[config.mk]
export PLATFORM = sky130hd
export DESIGN_NAME = tap_sequencer_flat
export DESIGN_NICKNAME = d
export VERILOG_FILES = /design/src/rtl/tap_sequencer_if.sv /design/src/rtl/tap_sequencer.sv /design/src/flat_wrapper.sv
export SDC_FILE = /design/constraint.sdc
export NUM_CORES = 1
export LEC_CHECK = 0
export BUFFER_PORTS_ARGS = -buffer_cell sky130_fd_sc_hd__buf_2
export CAP_MARGIN = 10
export CORE_MARGIN = 2
export CORE_UTILIZATION = 55
export DETAILED_ROUTE_END_ITERATION = 12
export GPL_ROUTABILITY_DRIVEN = 0
export PLACE_DENSITY = 0.81
export SYNTH_ARGS = -nofsm -noshare
export SYNTH_HDL_FRONTEND = slang
export SYNTH_SLANG_ARGS = --single-unit
[constraint.sdc]
create_clock -name clk -period 5 [get_ports clk]
set_input_delay 1 -clock clk [delete_from_list [all_inputs] [get_ports clk]]
set_output_delay 1 -clock clk [all_outputs]
set_load 0.1 [all_outputs]
[src/rtl/tap_sequencer_if.sv]
// Bundle between tap_sequencer, the sample memory read port and the downstream stream consumer.
// "slave" is the sequencer side and "master" is the environment side.
interface tap_sequencer_if #(
    parameter int unsigned WIDTH  = 16,
    parameter int unsigned ADDR_W = 7
);
    logic              start;
    logic [ADDR_W-1:0] count;
    logic              oldest_first;
    logic [ADDR_W-1:0] mem_addr;
    logic              mem_read;
    logic [WIDTH-1:0]  mem_data;
    logic [WIDTH-1:0]  out_data;
    logic              out_valid;
    logic              out_ready;
    logic              out_last;
    logic              busy;
    logic              done;

    modport slave (
        input  start, count, oldest_first, mem_data, out_ready,
        output mem_addr, mem_read, out_data, out_valid, out_last, busy, done
    );

    modport master (
        output start, count, oldest_first, mem_data, out_ready,
        input  mem_addr, mem_read, out_data, out_valid, out_last, busy, done
    );
endinterface

[src/rtl/tap_sequencer.sv]
// Read-side sequencer for the shift-register sample memory.
// It issues a READ/CAPT/HOLD cycle per word and streams the words out with a last flag.
module tap_sequencer #(
    parameter int unsigned WIDTH  = 16,
    parameter int unsigned LENGTH = 64
) (
    input  logic           clk,
    input  logic           rst,
    tap_sequencer_if.slave bus
);
    localparam int unsigned ADDR_W = $clog2(LENGTH) + 1;

    typedef enum logic [2:0] {
        IDLE = 3'd0,
        READ = 3'd1,
        CAPT = 3'd2,
        HOLD = 3'd3,
        DONE = 3'd4
    } state_t;

    state_t            state_q, state_d;
    logic [ADDR_W-1:0] index_q, index_d;
    logic [ADDR_W-1:0] len_q, len_d;
    logic              oldest_q, oldest_d;
    logic [ADDR_W-1:0] mem_addr_q, mem_addr_d;
    logic              mem_read_q, mem_read_d;
    logic [WIDTH-1:0]  out_data_q, out_data_d;
    logic              out_valid_q, out_valid_d;
    logic              out_last_q, out_last_d;
    logic              busy_q, busy_d;
    logic              done_q, done_d;

    logic [ADDR_W-1:0] n_c;
    logic              last_c;

    // Effective length: a request longer than the memory is clamped to its depth.
    assign n_c = (bus.count > ADDR_W'(LENGTH)) ? ADDR_W'(LENGTH) : bus.count;

    // The word now in CAPT is the final one when the index has reached the end of its walk.
    assign last_c = oldest_q ? (index_q == '0) : (index_q == len_q - ADDR_W'(1));

    // State and datapath registers.
    always_ff @(posedge clk or posedge rst) begin
        if (rst) begin
            state_q     <= IDLE;
            index_q     <= '0;
            len_q       <= '0;
            oldest_q    <= 1'b0;
            mem_addr_q  <= '0;
            mem_read_q  <= 1'b0;
            out_data_q  <= '0;
            out_valid_q <= 1'b0;
            out_last_q  <= 1'b0;
            busy_q      <= 1'b0;
            done_q      <= 1'b0;
        end else begin
            state_q     <= state_d;
            index_q     <= index_d;
            len_q       <= len_d;
            oldest_q    <= oldest_d;
            mem_addr_q  <= mem_addr_d;
            mem_read_q  <= mem_read_d;
            out_data_q  <= out_data_d;
            out_valid_q <= out_valid_d;
            out_last_q  <= out_last_d;
            busy_q      <= busy_d;
            done_q      <= done_d;
        end
    end

    // Next-state logic.
    always_comb begin
        state_d = state_q;
        unique case (state_q)
            IDLE: if (bus.start) state_d = (n_c != '0) ? READ : DONE;
            READ: state_d = CAPT;
            CAPT: state_d = HOLD;
            HOLD: if (bus.out_ready) state_d = out_last_q ? DONE : READ;
            DONE: state_d = IDLE;
            default: state_d = IDLE;
        endcase
    end

    // Next values for the registered outputs and the index/length registers.
    always_comb begin
        index_d     = index_q;
        len_d       = len_q;
        oldest_d    = oldest_q;
        mem_addr_d  = mem_addr_q;
        out_data_d  = out_data_q;
        out_valid_d = out_valid_q;
        out_last_d  = out_last_q;
        unique case (state_q)
            IDLE: begin
                if (bus.start && (n_c != '0)) begin
                    len_d    = n_c;
                    oldest_d = bus.oldest_first;
                    index_d  = bus.oldest_first ? (n_c - ADDR_W'(1)) : '0;
                end
            end
            CAPT: begin
                out_data_d  = bus.mem_data;
                out_valid_d = 1'b1;
                out_last_d  = last_c;
            end
            HOLD: begin
                if (bus.out_ready) begin
                    out_valid_d = 1'b0;
                    out_last_d  = 1'b0;
                    if (!out_last_q)
                        index_d = oldest_q ? (index_q - ADDR_W'(1)) : (index_q + ADDR_W'(1));
                end
            end
            default: ;
        endcase
        mem_read_d = (state_d == READ);
        if (state_d == READ) mem_addr_d = index_d;
        busy_d = (state_d != IDLE);
        done_d = (state_d == DONE);
    end

    assign bus.mem_addr  = mem_addr_q;
    assign bus.mem_read  = mem_read_q;
    assign bus.out_data  = out_data_q;
    assign bus.out_valid = out_valid_q;
    assign bus.out_last  = out_last_q;
    assign bus.busy      = busy_q;
    assign bus.done      = done_q;
endmodule

[src/flat_wrapper.sv]
// flat-port wrapper written by rule: the top's interface ports become plain ports
module tap_sequencer_flat 
#(
    parameter int unsigned WIDTH  = 16,
    parameter int unsigned LENGTH = 64
)
  (clk, rst, bus_start, bus_count, bus_oldest_first, bus_mem_data, bus_out_ready, bus_mem_addr, bus_mem_read, bus_out_data, bus_out_valid, bus_out_last, bus_busy, bus_done);
  tap_sequencer_if #(.WIDTH(WIDTH), .ADDR_W(7)) bus_i ();
  input  logic clk;
  input  logic rst;
  input wire logic [$bits(bus_i.start)-1:0] bus_start;
  input wire logic [$bits(bus_i.count)-1:0] bus_count;
  input wire logic [$bits(bus_i.oldest_first)-1:0] bus_oldest_first;
  input wire logic [$bits(bus_i.mem_data)-1:0] bus_mem_data;
  input wire logic [$bits(bus_i.out_ready)-1:0] bus_out_ready;
  output wire logic [$bits(bus_i.mem_addr)-1:0] bus_mem_addr;
  output wire logic [$bits(bus_i.mem_read)-1:0] bus_mem_read;
  output wire logic [$bits(bus_i.out_data)-1:0] bus_out_data;
  output wire logic [$bits(bus_i.out_valid)-1:0] bus_out_valid;
  output wire logic [$bits(bus_i.out_last)-1:0] bus_out_last;
  output wire logic [$bits(bus_i.busy)-1:0] bus_busy;
  output wire logic [$bits(bus_i.done)-1:0] bus_done;
  assign bus_i.start = bus_start;
  assign bus_i.count = bus_count;
  assign bus_i.oldest_first = bus_oldest_first;
  assign bus_i.mem_data = bus_mem_data;
  assign bus_i.out_ready = bus_out_ready;
  assign bus_mem_addr = bus_i.mem_addr;
  assign bus_mem_read = bus_i.mem_read;
  assign bus_out_data = bus_i.out_data;
  assign bus_out_valid = bus_i.out_valid;
  assign bus_out_last = bus_i.out_last;
  assign bus_busy = bus_i.busy;
  assign bus_done = bus_i.done;
  tap_sequencer #(.WIDTH(WIDTH), .LENGTH(LENGTH)) u_core (.clk(clk), .rst(rst), .bus(bus_i));
endmodule
==> results.md, run 1 <==
- The via count of the first global-routing pass came to 2008.
- The repair_antennas step left the layout with diodes totalling 0.
- Gates resized during post-CTS repair numbered 0.
- The setup fix buffers added after clock tree synthesis is 0.
- Data on the critical path is required at its endpoint by 5.20 ns.
- The post-place setup slack is 2.14 ns.
- The vias after detailed routing is 2093.
- The pre-antenna-repair detailed-routing pass consisted of 4 iterations.
- The number of cells on the worst hold path is 1.
- Once placement completed, the tool counted placed cells totaling 349.
- The worst reg2reg path depth is 6.
- Among cell families on the critical path, the largest total delay comes from compound AO/OA/AOI/OAI gates.
- The smallest setup slack after layout is 2.46 ns.
- The number of setup violations in the final report is 0.
- The HPWL after detailed placement is 4.24 mm.
- The number of cells in the finished layout apart from fillers is 357.
- The mapped netlist covers 0.00255 sq mm.
- After global routing the overflow that remains totals 0.
- Ranked by total cell area, the synthesized netlist is headed by sky130_fd_sc_hd__dfrtp_1, sky130_fd_sc_hd__mux2_2, sky130_fd_sc_hd__ha_1, sky130_fd_sc_hd__nand2_1, sky130_fd_sc_hd__nor2_1.
- The portion of the post-synthesis area used by sequential elements is 45.1%.
- By instance count, the leading cell after synthesis is sky130_fd_sc_hd__dfrtp_1.
- Derived from the worst setup path, the maximum achievable clock frequency is 393 MHz.
- The element type at the critical path start is an input port.
- On the final layout, the worst clock skew is 0.0123 ns.
- The floorplan has 24 rows.
- Hold repair after CTS inserted 0 buffers.
- The horizontal die dimension is 72.1 um.
- The violation count after the first detailed-route iteration is 111.
- The fill cell instance count of the final layout is 362.
- The post-route netlist has 29.2% of its cells at a drive strength greater than 1.
- After synthesis, the most frequently instantiated cells are sky130_fd_sc_hd__dfrtp_1, sky130_fd_sc_hd__nand2_1, sky130_fd_sc_hd__nor2_1.
- The tightest min-delay check is of the reg -> reg type.
- The run finished with clean final reports.
- For this design, the slowest cell found on the critical path is sky130_fd_sc_hd__a31oi_1.
- For this run, the leading register cell type out of synthesis is sky130_fd_sc_hd__dfrtp_1.
- Summed over all instances, the cell type with the most area after synthesis is sky130_fd_sc_hd__dfrtp_1.
- Setup repair after global routing left no endpoint under its margin.
- After clock tree synthesis, the clock-pin slew on the worst setup and hold paths is 0.09 ns.
- The first global-routing pass estimated 9.20 mm of wire.
- At the pin with the least slew margin, the transition time is 0.946 ns.
- The die area is 0.00520 sq mm.
- The synthesized netlist cell count is 247.
- The number of synthesized flops with an enable pin is 0.
- Of all nets on the critical path, the largest fanout is 11.
- For this run, the number of Yosys warnings is 0.
- The initial cell density of the core is 57.8%.
- The clock sink count is 46.
- The number of flip-flops and latches in the synthesized netlist is 46.
- For this run, the post-layout net count is 341.
- In this run the count of I/O pins placed on the die edge is 56.
- In this run the tool buffered the top-level ports with 55 buffer cells.
- The residual antenna-violating net count after detailed routing is 0.
- The final cell utilization of the core is 66.7%.
- For this run, asynchronously set or reset flops after synthesis account for 100%.
- After detailed routing, the number of remaining DRC violations is 0.
- Together, buffers and inverters on the worst path number 1.
- The number of clock buffers added by TritonCTS is 5.
- The final critical-path share of the clock period is 50.8%.
- The kind of end point of the critical path is a flop.
- The count of different cell masters after synthesis is 48.
- The number of hold-slack violations in the final timing report is 0.
- The net count after synthesis is 284.
- The CTS tree is done.
- The smallest clock period supported by the final layout is computed as 2.54 ns.
- CTS built an H-tree with a depth of 2.
- The core box area is 0.00441 sq mm.
- The final layout contains routed wiring with a total length of 5.71 mm.
- The total of max-cap violations is 0.
- From bottom edge to top edge, the die measures 72.1 um.
- The all-layer global routing usage is 23.0%.
- The delay contributed by the slowest stage of the critical path is 0.43 ns.
- The average detailed-routed wire length per instance is 16.0 um.
- The final sum of negative setup slack is 0 ns.
- Entering global routing, the biggest net connects 47 pins.
- After detailed routing, the number of vias per cell comes to 5.86.
- A synthesized cell averages 10.3 sq um.
- The number of antenna violations at the first check in global routing is 0.
- The top cell type's share of synthesized area is 45.1%.
- The signal on the critical path passes through buf_2, nand2b_1, ha_1, a31oi_1, mux2i_1, o221ai_1, mux2_4.
- The clock insertion delay at the later pin of the skew report is 0.31 ns.
- The number of cells on the critical path is 7.
- The number of max-slew violations in the final report is 0.
- The relative area change from synthesis to final layout is 15.5%.
- The kind of critical path is in -> reg.
- The root buffer cell chosen for the clock tree is sky130_fd_sc_hd__clkbuf_8.
- The normalized max-slew margin is 36.9%.
- The longest clock path from root to sink contains 2 buffers.
- Data on the critical path arrives at its endpoint at 2.74 ns.
## routing by layer
| layer | routed length (um) | global-route usage (%) | vias to the layer above |
|---|---|---|---|
| met5 | 0 | 0 | - |
| met4 | 111 | 9.64 | 0 |
| met3 | 257 | 4.44 | 9 |
| met2 | 2790 | 36.7 | 67 |
| met1 | 2550 | 30.9 | 1012 |
| li1 | - | - | 1005 |
## registers in the layout, summed over array words and instances (netlist names)
name	cells
u_core.bus.busy	1
u_core.bus.done	1
u_core.bus.mem_addr	7
u_core.bus.mem_read	1
u_core.bus.out_data	16
u_core.bus.out_last	1
u_core.bus.out_valid	1
u_core.index_q	7
u_core.len_q	7
u_core.oldest_q	1
u_core.state_q	3
## path summary, 6_finish.rpt
| path | start | to | slack, ns |
|---|---|---|---|
| worst min register to register | u_core.bus.mem_addr[3] | u_core.bus.mem_addr[3] | 0.48 |
| worst max register to register | u_core.oldest_q | u_core.bus.mem_addr[6] | 2.75 |
| worst max-delay path | bus_count[6] | u_core.bus.mem_addr[1] | 2.46 |
| max in group asynchronous | rst | u_core.bus.mem_addr[4] | 3.51 |
| min in group asynchronous | rst | u_core.bus.out_data[3] | 0.90 |
| worst min-delay path | u_core.bus.mem_addr[3] | u_core.bus.mem_addr[3] | 0.48 |
## kinds of logic after synthesis
kind of cell    synth area share [%]
compound gates                  15.5
xor+xnor                        4.12
fa+ha+maj                       4.71
buf+inv                         3.34
flops                           45.1
mux                             8.83
simple gates                    18.4
## placed cells by master (no fill, tap or decap), types with 3 or more instances in the layout
cell and instances:
sky130_fd_sc_hd__a211oi_1 4, sky130_fd_sc_hd__mux2i_1 3, sky130_fd_sc_hd__ha_1 8, sky130_fd_sc_hd__buf_2 55, sky130_fd_sc_hd__mux2_2 16, sky130_fd_sc_hd__xnor2_1 4, sky130_fd_sc_hd__a21oi_1 10, sky130_fd_sc_hd__nor2_1 20
sky130_fd_sc_hd__o22ai_1 5, sky130_fd_sc_hd__nand2b_1 10, sky130_fd_sc_hd__o21ai_0 14, sky130_fd_sc_hd__inv_1 7, sky130_fd_sc_hd__xor2_1 8, sky130_fd_sc_hd__a21o_1 7, sky130_fd_sc_hd__nor4b_1 4, sky130_fd_sc_hd__nor2b_1 4
sky130_fd_sc_hd__nand3_1 6, sky130_fd_sc_hd__dfrtp_1 46, sky130_fd_sc_hd__clkbuf_8 5, sky130_fd_sc_hd__and3_1 3, sky130_fd_sc_hd__a31oi_1 3, sky130_fd_sc_hd__nor3_1 6, sky130_fd_sc_hd__nand2_1 21
## stage by stage
step	hold slack [ns]	area, sq um
2_1_floorplan	0.466	2550
3_3_place_gp	0.455	2860
3_5_place_dp	0.461	2860
4_1_cts	0.481	2950
5_1_grt	0.506	2950
6_report	0.477	2950
## area by class of cell
class	count	area (sq um)	area share [%]
clock buffers	6	72.6	2.46
repair buffers	56	283	9.60
flip-flops and latches	46	1150	39.1
clock inverters	2	13.8	0.467
well taps	52	65.1	2.21
multi-input cells	186	1310	44.6
inverters	9	46.3	1.57
Power of run 1 is left out: the tool's default activity adds up to more than one toggle a clock period on the data nets, which glitch-free logic cannot reach.
==> inputs of run 2 (changes only) <==
--- a/config.mk
+++ b/config.mk
@@ -8,10 +8,10 @@
 export BUFFER_PORTS_ARGS = -buffer_cell sky130_fd_sc_hd__buf_2
 export CAP_MARGIN = 10
 export CORE_MARGIN = 2
-export CORE_UTILIZATION = 55
+export CORE_UTILIZATION = 54
 export DETAILED_ROUTE_END_ITERATION = 12
 export GPL_ROUTABILITY_DRIVEN = 0
-export PLACE_DENSITY = 0.81
+export PLACE_DENSITY = 0.79
 export SYNTH_ARGS = -nofsm -noshare
 export SYNTH_HDL_FRONTEND = slang
 export SYNTH_SLANG_ARGS = --single-unit
==> constraint.sdc (replaced) <==
create_clock -name clk -period 2.7 [get_ports clk]
set_input_delay 0.54 -clock clk [delete_from_list [all_inputs] [get_ports clk]]
set_output_delay 0.54 -clock clk [all_outputs]
set_load 0.1 [all_outputs]
==> run 2 against run 1 <==
Effect of this change:
- register-to-register slack worse by 2.2 ns
- critical path type is now reg -> reg
- critical endpoint is now u_core.bus.mem_addr[6]
- sequential cell count stayed put
- largest cell class unchanged
- routed wire length fell by 2.2%
==> results.md, run 2 (synthesis gave the netlist of run 1 again) <==
- The run finished with clean final reports.
- The worst setup path is captured at a flop.
- Setup repair after global routing left no endpoint under its margin.
- The met1 wire length is 2.55 mm (unchanged).
- The amount of wire on met2 after detailed routing came to 2.66 mm (-4.6%).
- The clock insertion delay at the later pin of the skew report is 0.30 ns (about the same).
- The setup slack of the worst register-to-register path was 0.53 ns (-2.22 ns).
- The endpoint of the worst register-to-register path is u_core.bus.mem_addr[6].
- The all-layer global routing usage was 22.8% (-0.20 points).
- The top cell types in the final layout, fill and taps aside, are sky130_fd_sc_hd__buf_2, sky130_fd_sc_hd__dfrtp_1, sky130_fd_sc_hd__nand2_1.
- The vias after detailed routing is 2072 (-1.0%).
- The final sum of negative setup slack is 0 ns (unchanged).
- The setup skew after layout came to 0.00383 ns (-0.00850 ns).
- The detail-routed via count per cell is 5.79 (-1.3%).
- The quantity of I/O buffers inserted on ports is 55 (unchanged).
- The initial cell density of the core was 57.4% (-0.39 points).
- The number of setup violations in the final report is 0 (unchanged).
- The transition time at the pin with the least slew margin is 0.959 ns (+0.0131 ns).
- The final critical-path share of the clock period is 80.3%.
- The total of max-cap violations was 0 (unchanged).
- The largest net degree at the start of global routing came to 47 (unchanged).
- The worst reg2reg path depth is 6 (unchanged).
- The number of nets in the layout is 342 (+0.29%).
- The number of antenna violations at the first check in global routing came to 0 (unchanged).
- The register clock-pin slew on the reported worst setup and hold paths is 0.09 ns (about the same).
- The required time at the endpoint of the critical path came to 2.92 ns (-2.28 ns).
- The first-pass iteration count of the detailed router was 4 (unchanged).
- The core box area is 0.00444 sq mm (+0.68%).
- The number of buffers inserted during clock tree synthesis was 5 (unchanged).
- The leftover overflow at the end of global routing is 0 (unchanged).
- The class of the tightest hold or removal check is in -> async.
- The area growth from synthesis to layout is 16.7%.
- The number of ports placed on the die boundary is 56 (unchanged).
- The number of max-slew violations in the final report is 0 (unchanged).
- The final cell utilization of the core is 67.0% (+0.25 points).
- Clock tree synthesis selected as its root buffer the cell sky130_fd_sc_hd__clkbuf_8.
- The count of inserted antenna diode cells is 0 (unchanged).
- The die area was 0.00529 sq mm (+1.7%).
- The number of standard-cell rows in the floorplan is 24 (unchanged).
- The violation count after the first detailed-route iteration came to 114 (+2.7%).
- The residual antenna-violating net count after detailed routing is 0 (unchanged).
- The via count of the first global-routing pass came to 1941 (-3.3%).
- The critical register-to-register path startpoint is u_core.oldest_q.
- The layout cell share with drive strength beyond 1 is 29.4% (+0.23 points).
- The worst setup path is launched from a flop.
- TritonCTS built the clock tree.
- The met3 wire length is 255 um (-0.78%).
- The number of flip-flops in the largest register was 16 (unchanged).
- The data arrival time of the critical path came to 2.39 ns (-0.35 ns).
- The setup fix buffers added after clock tree synthesis is 0 (unchanged).
- The clock period could shrink to 2.17 ns.
- The horizontal die dimension is 72.7 um (+0.87%).
- The buffer depth of the longest clock path is 2 (unchanged).
- The number of gates resized after cts is 0 (unchanged).
- The most common cell after layout, fill and taps aside is sky130_fd_sc_hd__buf_2.
- The number of hold buffers added after cts is 0 (unchanged).
- The total wire length is 5.58 mm (-2.2%).
- The chip height is 72.7 um (+0.87%).
- The critical-path maximum fanout is 14 (+3).
- The kind of critical path is reg -> reg.
- The uppermost layer routed is met4.
- The normalized max-slew margin is 36.0% (-0.87 points).
- The total number of H-tree levels is 2 (unchanged).
- The average detailed-routed wire length per instance is 15.6 um (-2.5%).
- The post-route DRC violation count is 0 (unchanged).
- The global-route wire length before repair is 9.16 mm (-0.45%).
- The clock sink count is 46 (unchanged).
- The detailed placer's ending HPWL is 4.11 mm (-3.3%).
- The number of hold-slack violations in the final timing report is 0 (unchanged).
- The highest achievable clock rate is 461 MHz.
run 2: metal layers:
metal / vias up / global-route usage [%]
li1: 1012 / -
met1: 996 / 31.4
met2: 52 / 35.1
met3: 12 / 5.66
met4: 0 / 8.44
met5: - / 0
run 2: through the flow:
stage | hold slack (ns) | worst slack (ns) | instance area (sq um) | cells
floorplan | 0.466 | 0.486 | 2550 | 247
global placement | 0.456 | 0.465 | 2870 | 350
detailed placement | 0.461 | 0.453 | 2870 | 350
CTS | 0.461 | 0.537 | 2980 | 358
global route | 0.451 | 0.400 | 2980 | 358
finish | 0.454 | 0.531 | 2980 | 358
run 2: final cells by class:
class / instances / area (sq um)
multi-input combinational: 186 / 1310
fill: 370 / 1470
sequential: 46 / 1150
inverter: 9 / 46.3
timing repair buffer: 57 / 290
clock buffer: 6 / 72.6
clock inverter: 2 / 37.5
tap: 52 / 65.1
run 2: worst max-delay path by stage:
stage	start	endpoint	slack, ns
6_report	u_core.oldest_q	u_core.bus.mem_addr[6]	0.53
3_3_place_gp	bus_count[6]	u_core.bus.mem_addr[1]	0.46
3_5_place_dp	bus_count[6]	u_core.bus.mem_addr[1]	0.45
4_1_cts	u_core.oldest_q	u_core.bus.mem_addr[6]	0.54
2_1_floorplan	bus_count[6]	u_core.bus.mem_addr[1]	0.49
5_1_grt	u_core.oldest_q	u_core.index_q[6]	0.40
run 2: critical path, stage by stage (launching register included):
cell and delay [ns]:
sky130_fd_sc_hd__dfrtp_1 0.57, sky130_fd_sc_hd__fa_1 0.54, sky130_fd_sc_hd__a211oi_1 0.23, sky130_fd_sc_hd__nor2_1 0.12, sky130_fd_sc_hd__mux2i_1 0.17, sky130_fd_sc_hd__a211o_1 0.31, sky130_fd_sc_hd__a41oi_2 0.16
Power of run 2 is left out for the same reason.
==> inputs of run 3 (changes only) <==
--- a/config.mk
+++ b/config.mk
@@ -8,10 +8,10 @@
 export BUFFER_PORTS_ARGS = -buffer_cell sky130_fd_sc_hd__buf_2
 export CAP_MARGIN = 10
 export CORE_MARGIN = 2
-export CORE_UTILIZATION = 54
+export CORE_UTILIZATION = 49
 export DETAILED_ROUTE_END_ITERATION = 12
 export GPL_ROUTABILITY_DRIVEN = 0
-export PLACE_DENSITY = 0.79
+export PLACE_DENSITY = 0.76
 export SYNTH_ARGS = -nofsm -noshare
 export SYNTH_HDL_FRONTEND = slang
 export SYNTH_SLANG_ARGS = --single-unit
==> constraint.sdc (replaced) <==
create_clock -name clk -period 1.8 [get_ports clk]
set_input_delay 0.36 -clock clk [delete_from_list [all_inputs] [get_ports clk]]
set_output_delay 0.36 -clock clk [all_outputs]
set_load 0.1 [all_outputs]
==> run 3 against run 2 <==
Effect of this change:
- the flow now finishes with violations (negative setup slack)
- critical path depth unchanged
- die area up 9.6%
- first-iteration DRC count up 51%
- clock skew up 0.0040 ns
- via count up 11%
- largest cell class unchanged
- cell area up 15%
- non-clock buffer count up 41
==> results.md, run 3 (synthesis gave the netlist of run 1 again) <==
- The quantity of I/O buffers inserted on ports came to 55 (unchanged).
- The transition time at the pin with the least slew margin is 0.493 ns (-0.466 ns).
- STA classifies the critical path startpoint as a flop.
- The number of standard-cell rows in the floorplan is 26 (+8.3%).
- The buffer depth of the longest clock path came to 2 (unchanged).
- The horizontal die dimension is 76.1 um (+4.7%).
- The number of nets in the layout is 383 (+12%).
- The number of max-slew violations in the final report is 0 (unchanged).
- The final period demand of the worst path is 1.93 ns (-0.241 ns).
- The run finished, with violations left.
- The leftover overflow at the end of global routing is 0 (unchanged).
- The number of hold-slack violations in the final timing report was 0 (unchanged).
- Setup repair after global routing could not meet its margin everywhere.
- The total of max-cap violations is 0 (unchanged).
- The post-route DRC violation count is 0 (unchanged).
- The detailed placer's ending HPWL was 4.71 mm (+15%).
- The number of antenna violations at the first check in global routing is 0 (unchanged).
- The setup skew after layout is 0.00783 ns (+0.00400 ns).
- The most common cell after layout, fill and taps aside is sky130_fd_sc_hd__buf_2.
- The class of the tightest hold or removal check is in -> async.
- The critical-path maximum fanout was 8 (-6).
- The layout cell share with drive strength beyond 1 is 42.1% (+13 points).
- The all-layer global routing usage is 22.9% (+0.060 points).
- The highest achievable clock rate came to 519 MHz (+13%).
- The data arrival time of the critical path is 2.15 ns (-0.24 ns).
- The number of buffers inserted during clock tree synthesis is 5 (unchanged).
- The smallest setup slack after layout is -0.127 ns (-0.659 ns).
- The number of ports placed on the die boundary is 56 (unchanged).
- The die area is 0.00580 sq mm (+9.6%).
- The normalized max-slew margin is 67.3% (+31 points).
- The worst reg2reg path depth is 6 (unchanged).
- The total number of H-tree levels is 2 (unchanged).
- The post-place setup slack is -0.0635 ns (-0.516 ns).
- The average detailed-routed wire length per instance is 15.7 um (+0.57%).
- The number of flip-flops in the largest register was 16 (unchanged).
- The required time at the endpoint of the critical path is 2.03 ns (-0.89 ns).
- The via count of the first global-routing pass came to 2197 (+13%).
- The checks that failed: negative setup slack.
- The initial cell density of the core is 50.2% (-7.1 points).
- The number of setup violations in the final report is 6 (+6).
- The relative area change from synthesis to final layout is 34.3%.
- The vias after detailed routing is 2291 (+11%).
- The fill cell instance count of the final layout is 425 (+15%).
- The clock sink count is 46 (unchanged).
- The count of inserted antenna diode cells is 0 (unchanged).
- The core box area is 0.00507 sq mm (+14%).
- The kind of end point of the critical path is a flop.
- The global-route wire length before repair is 10.5 mm (+15%).
- Leaving out fill and tap cells, the most frequent cells in the layout are sky130_fd_sc_hd__buf_2, sky130_fd_sc_hd__dfrtp_1, sky130_fd_sc_hd__buf_4.
- The first-pass iteration count of the detailed router is 5 (+1).
- The area of the multi-input gates was 0.00140 sq mm (+6.6%).
- The kind of critical path is reg -> reg.
- The number of hold buffers added after cts was 0 (unchanged).
- The chip height is 76.1 um (+4.7%).
- The clock insertion delay at the later pin of the skew report is 0.30 ns (about the same).
- The violation count after the first detailed-route iteration is 172 (+51%).
- The sequential cell area is 0.00116 sq mm (+0.44%).
- The residual antenna-violating net count after detailed routing is 0 (unchanged).
- The detail-routed via count per cell is 5.49 (-5.1%).
- The register clock-pin slew on the reported worst setup and hold paths is 0.09 ns (about the same).
- The final critical-path share of the clock period is 107% (+27 points).
- TritonCTS built the clock tree.
- The buffer cell driving the clock tree root is sky130_fd_sc_hd__clkbuf_8.
- The total wire length was 6.54 mm (+17%).
- The largest net degree at the start of global routing came to 31 (-34%).
## run 3: area by class of cell
type | count | area share [%]
clock buffers | 6 | 2.12
inverters | 9 | 1.35
clock inverters | 2 | 1.10
well taps | 70 | 2.56
multi-input cells | 186 | 40.9
flip-flops and latches | 46 | 33.7
repair buffers | 98 | 18.3
## run 3: metrics by stage
stage | setup TNS, ns | hold WS [ns] | cell area (sq um) | std cells | util [%]
finish | -0.465 | 0.0288 | 3430 | 417 | 67.5
global route | -1.16 | 0.0590 | 3430 | 417 | 67.5
CTS | -0.103 | 0.0387 | 3350 | 414 | 66.0
detailed placement | -0.176 | 0.374 | 3220 | 405 | 63.4
global placement | -0.0386 | 0.355 | 3220 | 405 | 63.4
floorplan | -0.139 | 0.466 | 2590 | 247 | -
## run 3: final timing paths
path	start	endpoint	slack, ns
max in group asynchronous	rst	u_core.oldest_q	1.27
worst min-delay path	rst	u_core.bus.out_data[2]	0.03
min in group clk	bus_mem_data[2]	u_core.bus.out_data[2]	0.28
worst max register to register	u_core.oldest_q	u_core.bus.mem_addr[6]	-0.13
worst min register to register	u_core.bus.mem_addr[0]	u_core.bus.mem_addr[0]	0.49
worst max-delay path	u_core.oldest_q	u_core.bus.mem_addr[6]	-0.13
## run 3: per-layer routing
layer	part of all wire (%)	global-route usage, %
met5	0	0
met4	1.2	6.91
met3	4.6	3.79
met1	43	29.4
met2	51	39.9
## run 3: critical path, stage by stage, from the launching register on
cell,delay (ns)
sky130_fd_sc_hd__dfrtp_2,0.50
sky130_fd_sc_hd__fa_2,0.39
sky130_fd_sc_hd__a211oi_2,0.22
sky130_fd_sc_hd__nor2_1,0.11
sky130_fd_sc_hd__mux2i_1,0.16
sky130_fd_sc_hd__a211o_1,0.31
sky130_fd_sc_hd__a41oi_2,0.16
## run 3: what timing repair did
action | 4_1_cts | 5_1_grt
endpoints found under the setup margin | 5 | 12
resized for setup | 3 | 11
pin swaps | 1 | 8
setup buffers | 1 | 3
Power of run 3 is left out for the same reason.
